## src/rtl/cpu_pkg.sv

```systemverilog
// Shared definitions for the fetch-stage program counter: FSM encoding and
// the default reset/trap vectors used when the sequencer is instantiated
// without overrides.
package cpu_pkg;

  typedef enum logic {
    ST_RUN    = 1'b0,
    ST_HALTED = 1'b1
  } pc_state_e;

  localparam logic [31:0] RESET_VECTOR = 32'h0000_0000;
  localparam logic [31:0] TRAP_VECTOR  = 32'h0000_0100;
  localparam int unsigned INSTR_BYTES  = 32'd4;

endpackage

```

## src/rtl/pc_redirect_buffer.sv

```systemverilog
// Holds a branch target that arrived while fetch was stalled, so it can be
// applied on the first unstalled advance. Latest capture wins; capture has
// priority over clear. Nothing changes unless advance is high.
module pc_redirect_buffer #(
  parameter int unsigned NrOfBits = 32
) (
  input  logic                Clock,
  input  logic                Reset,
  input  logic                advance,
  input  logic                capture,
  input  logic                clear,
  input  logic [NrOfBits-1:0] target,
  output logic                valid,
  output logic [NrOfBits-1:0] pending_target
);

  logic                valid_r;
  logic [NrOfBits-1:0] target_r;

  // Pending-target register: capture on stalled branch, drop when consumed.
  always_ff @(posedge Clock) begin
    if (Reset) begin
      valid_r  <= 1'b0;
      target_r <= {NrOfBits{1'b0}};
    end else if (advance && capture) begin
      valid_r  <= 1'b1;
      target_r <= target;
    end else if (advance && clear) begin
      valid_r  <= 1'b0;
    end
  end

  assign valid          = valid_r;
  assign pending_target = target_r;

endmodule

```

## src/rtl/pc_sequencer.sv

```systemverilog
// Program counter for the RV32 fetch stage: reset vector, sequential
// increment, branch redirect, trap entry/return with saved EPC, halt/resume
// and buffering of redirects that arrive while fetch is stalled.
module pc_sequencer
  import cpu_pkg::*;
#(
  parameter int unsigned          NrOfBits    = 32,
  parameter logic [NrOfBits-1:0]  ResetVector = NrOfBits'(RESET_VECTOR),
  parameter logic [NrOfBits-1:0]  TrapVector  = NrOfBits'(TRAP_VECTOR),
  parameter int unsigned          InstrBytes  = INSTR_BYTES
) (
  input  logic                Clock,
  input  logic                Reset,
  input  logic                ClockEnable,
  input  logic                Tick,
  input  logic                Stall,
  input  logic                BranchTaken,
  input  logic [NrOfBits-1:0] BranchTarget,
  input  logic                TrapReq,
  input  logic                TrapRet,
  input  logic                Halt,
  input  logic                Resume,
  output logic [NrOfBits-1:0] PC,
  output logic [NrOfBits-1:0] EPC,
  output logic                Halted,
  output logic                RedirectPending
);

  logic [NrOfBits-1:0] pc_r;
  logic [NrOfBits-1:0] epc_r;
  pc_state_e           state_r;

  logic [NrOfBits-1:0] pc_next_s;
  logic [NrOfBits-1:0] epc_next_s;
  pc_state_e           state_next_s;
  logic [NrOfBits-1:0] pc_inc_s;
  logic [NrOfBits-1:0] branch_aligned_s;
  logic [NrOfBits-1:0] pend_target_s;
  logic                pend_valid_s;
  logic                advance_s;
  logic                capture_s;
  logic                clear_s;

  assign advance_s        = ClockEnable & Tick;
  // Low two bits are dropped; misaligned targets are trapped upstream.
  assign branch_aligned_s = BranchTarget & ~NrOfBits'(2'b11);
  assign pc_inc_s         = pc_r + NrOfBits'(InstrBytes);

  pc_redirect_buffer #(
    .NrOfBits (NrOfBits)
  ) u_redirect_buffer (
    .Clock          (Clock),
    .Reset          (Reset),
    .advance        (advance_s),
    .capture        (capture_s),
    .clear          (clear_s),
    .target         (branch_aligned_s),
    .valid          (pend_valid_s),
    .pending_target (pend_target_s)
  );

  // Next-PC priority mux and RUN/HALTED transitions for one advance cycle.
  always_comb begin
    pc_next_s    = pc_r;
    epc_next_s   = epc_r;
    state_next_s = state_r;
    capture_s    = 1'b0;
    clear_s      = 1'b0;
    if (advance_s) begin
      case (state_r)
        ST_RUN: begin
          if (TrapReq) begin
            pc_next_s  = TrapVector;
            epc_next_s = pc_r;
            clear_s    = 1'b1;
          end else if (Stall) begin
            capture_s  = BranchTaken;
          end else if (TrapRet) begin
            pc_next_s  = epc_r;
            clear_s    = 1'b1;
          end else if (BranchTaken) begin
            pc_next_s  = branch_aligned_s;
            clear_s    = 1'b1;
          end else if (pend_valid_s) begin
            pc_next_s  = pend_target_s;
            clear_s    = 1'b1;
          end else if (Halt) begin
            pc_next_s    = pc_inc_s;
            state_next_s = ST_HALTED;
          end else begin
            pc_next_s  = pc_inc_s;
          end
        end
        ST_HALTED: begin
          if (TrapReq) begin
            pc_next_s    = TrapVector;
            epc_next_s   = pc_r;
            state_next_s = ST_RUN;
            clear_s      = 1'b1;
          end else if (Resume) begin
            state_next_s = ST_RUN;
          end else begin
            state_next_s = ST_HALTED;
          end
        end
        default: begin
          state_next_s = ST_RUN;
        end
      endcase
    end else begin
      state_next_s = state_r;
    end
  end

  // Architectural PC/EPC/state registers with synchronous reset.
  always_ff @(posedge Clock) begin
    if (Reset) begin
      pc_r    <= ResetVector;
      epc_r   <= {NrOfBits{1'b0}};
      state_r <= ST_RUN;
    end else begin
      pc_r    <= pc_next_s;
      epc_r   <= epc_next_s;
      state_r <= state_next_s;
    end
  end

  assign PC              = pc_r;
  assign EPC             = epc_r;
  assign Halted          = (state_r == ST_HALTED);
  assign RedirectPending = pend_valid_s;

endmodule

```

## config.mk

```make
export PLATFORM = sky130hd
export DESIGN_NAME = pc_sequencer
export DESIGN_NICKNAME = d
export VERILOG_FILES = /design/src/rtl/cpu_pkg.sv /design/src/rtl/pc_redirect_buffer.sv /design/src/rtl/pc_sequencer.sv
export SDC_FILE = /design/constraint.sdc
export NUM_CORES = 1
export LEC_CHECK = 0
export ABC_AREA = 0
export CAP_MARGIN = 10
export CORE_MARGIN = 4
export CORE_UTILIZATION = 30
export DETAILED_ROUTE_END_ITERATION = 8
export DONT_BUFFER_PORTS = 1
export PLACE_DENSITY = 0.51
export SYNTH_ARGS = -nofsm -noshare
export SYNTH_HDL_FRONTEND = slang
export SYNTH_SLANG_ARGS = --single-unit
```

## constraint.sdc

```tcl
create_clock -name Clock -period 5.7 [get_ports Clock]
set_input_delay 1.71 -clock Clock [delete_from_list [all_inputs] [get_ports Clock]]
set_output_delay 1.71 -clock Clock [all_outputs]
set_load 0.05 [all_outputs]
```

# After elaboration in Yosys (flattened, before gate mapping)
# Cells that the tools add are included.
dict set report word_totals {
  ff_bits 96
  in_bits 42
  out_inout_bits 66
  word_cells 46
}
dict set report classes {
  add_sub_neg 1
  eq_ne 2
  n_mux 31
  n_bitwise 2
  reduce_logical 5
}
# operator count
set op_table {}
lappend op_table {{$mux 32} 7}
lappend op_table {{$pmux 32 s2} 1}
lappend op_table {{$add 32x3->32 const B} 1}
lappend op_table {{$mux 1} 21}
lappend op_table {{$pmux 1 s2} 2}
lappend op_table {{$ne 3x3->1 const B} 1}
lappend op_table {{$reduce_and 3->1} 1}
lappend op_table {{$logic_and 1x1->1} 2}
lappend op_table {{$ne 2x2->1 const B} 1}
lappend op_table {{$reduce_and 2->1} 1}
lappend op_table {{$reduce_bool 2->1} 1}
lappend op_table {{$and 1x1->1} 1}
lappend op_table {{$not 1->1} 1}

# Depth between registers and ports, before layout
dict set report depth {
  word_depth 10
  depth_mapped 7
  ltp_nobuf 6
}

# Cells and area by module
# From an unflattened synthesis, not the netlist that was laid out.
dict set report unflattened {
  hier_cells 634
  area_unflattened_um2 5165.0
}
# module instances cells_each area_each_um2 seq_area_each_um2
set by_module_without_submodules {}
lappend by_module_without_submodules {pc_sequencer 1 483 3689.8 1301.2}
lappend by_module_without_submodules {pc_redirect_buffer 1 151 1475.2 660.6}

# Worst setup path after synthesis
# OpenSTA, ideal clock, no wires.
dict set report synth_path {
  kind {in2reg}
  from {input TrapReq}
  to {register pc_r[17], in the netlist PC[17]}
  setup_time_ps 63
  arrival_ps 3191
  required_ps 5637
  path_slack_ps 2445
  cell_stages 6
  path_buffers 1
  path_cell_list {buf_2 > nand4bb_1 > nor4_2 > nand2_1 > or4_1 > nand3_1}
}
dict set report synth_between {
  elab_chain_len 2
  elab_cells_between_ends 5
  cone_classes {eq/ne (2); mux (2); reduce/logical (1)}
}
# element line_no
set synth_rtl {}
lappend synth_rtl {{start: declaration} pc_sequencer.sv:19} ;# input logic TrapReq,
lappend synth_rtl {{$ne 3x3->1 (no line), or another cell as far along} --}
lappend synth_rtl {{$reduce_and 3->1 (no line) or $pmux 32 s2 (tied branches)} --}
lappend synth_rtl {{end signal: assignment} pc_sequencer.sv:118} ;# pc_r <= ResetVector;
lappend synth_rtl {{end signal: assignment} pc_sequencer.sv:122} ;# pc_r <= pc_next_s;
lappend synth_rtl {{end: declaration} pc_sequencer.sv:29} ;# logic [NrOfBits-1:0] pc_r;
# Several ways; a longest one is shown, not always the timed one.
# A chain may end at the register's enable or synchronous reset.

# Final worst setup path
dict set report layout_path {
  from {input TrapReq}
  to {register pc_r[22], in the netlist PC[22]}
}
# Same word-level chain as after synthesis.

==> flow_summary.rst <==
.. list-table::
   :header-rows: 1

   * - Metric
     - Value
   * - Crit path launch type
     - input port
   * - Die span in y
     - 135 µm
   * - Post-detailed-route wirelength per cell
     - 20.4 µm
   * - Max capacitance violation total
     - 0
   * - Slew at the pin closest to its max-slew limit
     - 1.13 ns
   * - Drt first-iter violations
     - 380
   * - Later-pin clock latency in the skew report
     - 0.35 ns
   * - Final Max Tran Viols
     - 0
   * - Final worst path period need
     - 3.39 ns
   * - Number of synthesized flops with an enable pin
     - 0
   * - Total Die Area
     - 18300 µm²
   * - Unrepaired setup endpoints after global routing
     - false
   * - CTS tree
     - built
   * - Number of post-CTS setup repair buffers
     - 0
   * - Vias per cell
     - 5.61
   * - Vias in the first global route
     - 4387
   * - Final Cycle Share
     - 59.5%
   * - Mean instance size in the synthesized netlist
     - 7.53 µm²
   * - Drt pass-1 iters
     - 5
   * - Core area
     - 15900 µm²
   * - Clock slew at reported path FFs
     - 0.07 ns
   * - Count of input and output buffers
     - 0
   * - RD Place Congestion
     - 0.814
   * - Number of antenna violations at the first check in global routing
     - 0
   * - Maximum cell stage delay along the critical path
     - 0.73 ns
   * - Layout cell share with drive strength beyond 1
     - 5.83%
   * - WHS Path Cells
     - 2
   * - Hold violation count in the final report
     - 0
   * - Post-Layout Cell Count
     - 833
   * - Setup slack of the most critical reg-to-reg path
     - 2.76 ns
   * - Antenna diodes
     - 0
   * - Tightest Hold Check Type
     - reg2reg
   * - Total nets after synthesis
     - 687
   * - Highest achievable clock rate
     - 0.295 GHz
   * - Post-synthesis instance area
     - 4850 µm²
   * - Placement Rows
     - 46
   * - Sequential fraction of the synthesis area
     - 39.6%
   * - Synth Register Bits
     - 96
   * - Worst-path maximum fanout
     - 16
   * - Tightest slew margin relative to the limit
     - 24.6%
   * - Clk sink count
     - 96
   * - Wire length of the first global-routing pass
     - 25700 µm
   * - Max Buffers Root-to-Sink
     - 2
   * - WP data required
     - 5.98 ns
   * - Post-synthesis to final-layout area growth
     - 7.89%
   * - Cts bufs inserted
     - 9
   * - Number of vias in the routed layout
     - 4674
   * - Source of the worst hold timing path
     - u_redirect_buffer.pending_target[19]
   * - DRC violations left
     - 0
   * - Pin count of the biggest net entering global routing
     - 75
   * - Top-level I/O count
     - 108
   * - CTS resizes
     - 0
   * - Setup total negative slack
     - 0 ns
   * - Die X-Extent
     - 135 µm
   * - Cell with the biggest individual delay on the critical path
     - sky130_fd_sc_hd__nor3_4
   * - Total design power
     - 1350 µW
   * - Hold-fix buffers at CTS
     - 0
   * - Total setup violations reported at the end of the flow
     - 0
   * - Peak supply drop
     - 0.121 mV
   * - Share of flip-flops with an asynchronous set or reset
     - 0%
   * - CTS H-tree lvls
     - 3
   * - Pwr/cell area
     - 258 nW/µm²
   * - Detailed Route WL
     - 17000 µm
   * - Top library cells by usage in the layout, fill and taps aside
     - sky130_fd_sc_hd__nand2_1 (167), sky130_fd_sc_hd__a21oi_1 (96), sky130_fd_sc_hd__dfxtp_1 (95), sky130_fd_sc_hd__o21ai_0 (41), sky130_fd_sc_hd__nor2_1 (21)
   * - Synth Instances
     - 644
   * - Initial Utilization
     - 30.5%
   * - Worst R2R End
     - PC[18]
   * - Post-synth cell types
     - 65
   * - Number of cell instances on the worst register-to-register path
     - 6
   * - End point of the most critical hold path
     - u_redirect_buffer.pending_target[19]
   * - Sequence of cells on the critical path
     - nand4bb_1, nor3_4, buf_4, o21a_1, nand2_1, o21ai_0
   * - Clock skew
     - 0.00680 ns
   * - Category of the most critical setup path
     - in2reg
   * - Setup crit end kind
     - register
   * - Critical path arrival
     - 3.67 ns
   * - Final HPWL DP
     - 10800 µm
   * - Total global routing overflow
     - 0
   * - Post-synth top flop
     - sky130_fd_sc_hd__dfxtp_1
   * - Placed Cells
     - 818
   * - NumNets Final
     - 657
   * - Detail Route Antenna Nets
     - 0
   * - Status
     - finished, final reports clean
   * - Clock root buffer
     - sky130_fd_sc_hd__clkbuf_16
   * - Leakage power
     - 0.00163 µW
   * - Overall routing resource usage
     - 18.1%
   * - Yosys warning count
     - 0
   * - Reg-to-reg startpoint
     - PC[2]
   * - Most common cell after layout, fill and taps aside
     - sky130_fd_sc_hd__nand2_1
[worst max path at each step]
stage	start	endpoint	slack, ns	cells after the start
2_1_floorplan	TrapReq	PC[17]	2.45	6
3_3_place_gp	ClockEnable	PC[20]	2.06	6
3_5_place_dp	ClockEnable	PC[20]	2.00	6
4_1_cts	TrapReq	PC[22]	2.37	6
5_1_grt	TrapReq	PC[22]	2.28	6
6_report	TrapReq	PC[22]	2.31	6
[worst max-delay path: cells and delay by family]
kind / cells / cell delay (ns)
buffers and inverters: 1 / 0.37
AOI/OAI and AO/OA: 2 / 0.37
and+or+nand+nor: 3 / 1.21
[power by group]
group          switching (µW)  internal, µW
sequential               36.1           679
clock                     254           303
combinational            50.1          27.4
[synthesized netlist by cell type, types with 2 or more instances]
cell type	count	area, µm²
sky130_fd_sc_hd__nand2b_1	15	93.8
sky130_fd_sc_hd__nand2_1	167	627
sky130_fd_sc_hd__a32o_1	5	50.1
sky130_fd_sc_hd__inv_1	12	45.0
sky130_fd_sc_hd__and3_1	3	18.8
sky130_fd_sc_hd__buf_4	2	15.0
sky130_fd_sc_hd__mux2i_1	2	20.0
sky130_fd_sc_hd__a311oi_1	2	17.5
sky130_fd_sc_hd__nor2_1	23	86.3
sky130_fd_sc_hd__nand3b_1	2	15.0
sky130_fd_sc_hd__a21oi_1	96	480
sky130_fd_sc_hd__dfxtp_1	96	1920
sky130_fd_sc_hd__nand4_1	12	75.1
sky130_fd_sc_hd__o211ai_1	6	45.0
sky130_fd_sc_hd__o21ai_0	41	205
sky130_fd_sc_hd__nor4_4	2	42.5
sky130_fd_sc_hd__o41ai_1	2	17.5
sky130_fd_sc_hd__and4_1	2	17.5
sky130_fd_sc_hd__a22o_1	4	35.0
sky130_fd_sc_hd__buf_1	3	11.3
sky130_fd_sc_hd__or2_2	3	18.8
sky130_fd_sc_hd__o311ai_0	6	52.6
sky130_fd_sc_hd__xnor2_1	4	35.0
sky130_fd_sc_hd__a41o_1	5	50.1
sky130_fd_sc_hd__clkbuf_1	38	143
sky130_fd_sc_hd__and2_1	3	18.8
sky130_fd_sc_hd__nor3_1	3	15.0
sky130_fd_sc_hd__a32oi_1	9	78.8
sky130_fd_sc_hd__a22oi_1	3	22.5
sky130_fd_sc_hd__buf_2	2	10.0
sky130_fd_sc_hd__buf_6	2	22.5
sky130_fd_sc_hd__o211a_1	2	20.0
sky130_fd_sc_hd__a31oi_1	6	37.5
sky130_fd_sc_hd__o21a_1	5	37.5
sky130_fd_sc_hd__nand3_1	18	90.1
sky130_fd_sc_hd__xor2_1	9	78.8
[registers in the layout, indices dropped and copies added, names as in the netlist]
| name | count |
|---|---|
| EPC | 32 |
| PC | 32 |
| u_redirect_buffer.valid | 1 |
| Halted | 1 |
| u_redirect_buffer.pending_target | 30 |
[routing by layer]
layer  vias up  track usage, %  part of all wire [%]
met5         -               0                     0
met4         0            7.67                   2.5
met3        28            6.02                   9.4
met2       168            27.8                    45
met1      2269            23.3                    43
li1       2209               -                     -
[kinds of logic after synthesis]
family | synth area share [%]
xor+xnor | 2.35
fa+ha+maj | 0.258
flops | 39.6
compound gates | 25.9
simple gates | 26.0
buf+inv | 5.44
mux | 0.413
[layout make-up]
class | count | area, µm²
clock buffers | 13 | 250
flip-flops and latches | 96 | 1920
fillers | 1700 | 10700
inverters | 13 | 48.8
clock inverters | 1 | 5.00
well taps | 216 | 270
multi-input cells | 487 | 2680
repair buffers | 7 | 60.1
[metrics by stage]
stage | hold WS, ns | area [µm²] | utilization (%) | worst slack (ns)
floorplan | 0.434 | 4850 | - | 2.45
global placement | 0.435 | 4960 | 31.2 | 2.06
detailed placement | 0.441 | 4960 | 31.2 | 2.00
CTS | 0.450 | 5220 | 32.9 | 2.37
global route | 0.468 | 5230 | 32.9 | 2.28
finish | 0.450 | 5230 | 32.9 | 2.31
Power figures use the tool's default switching activity.
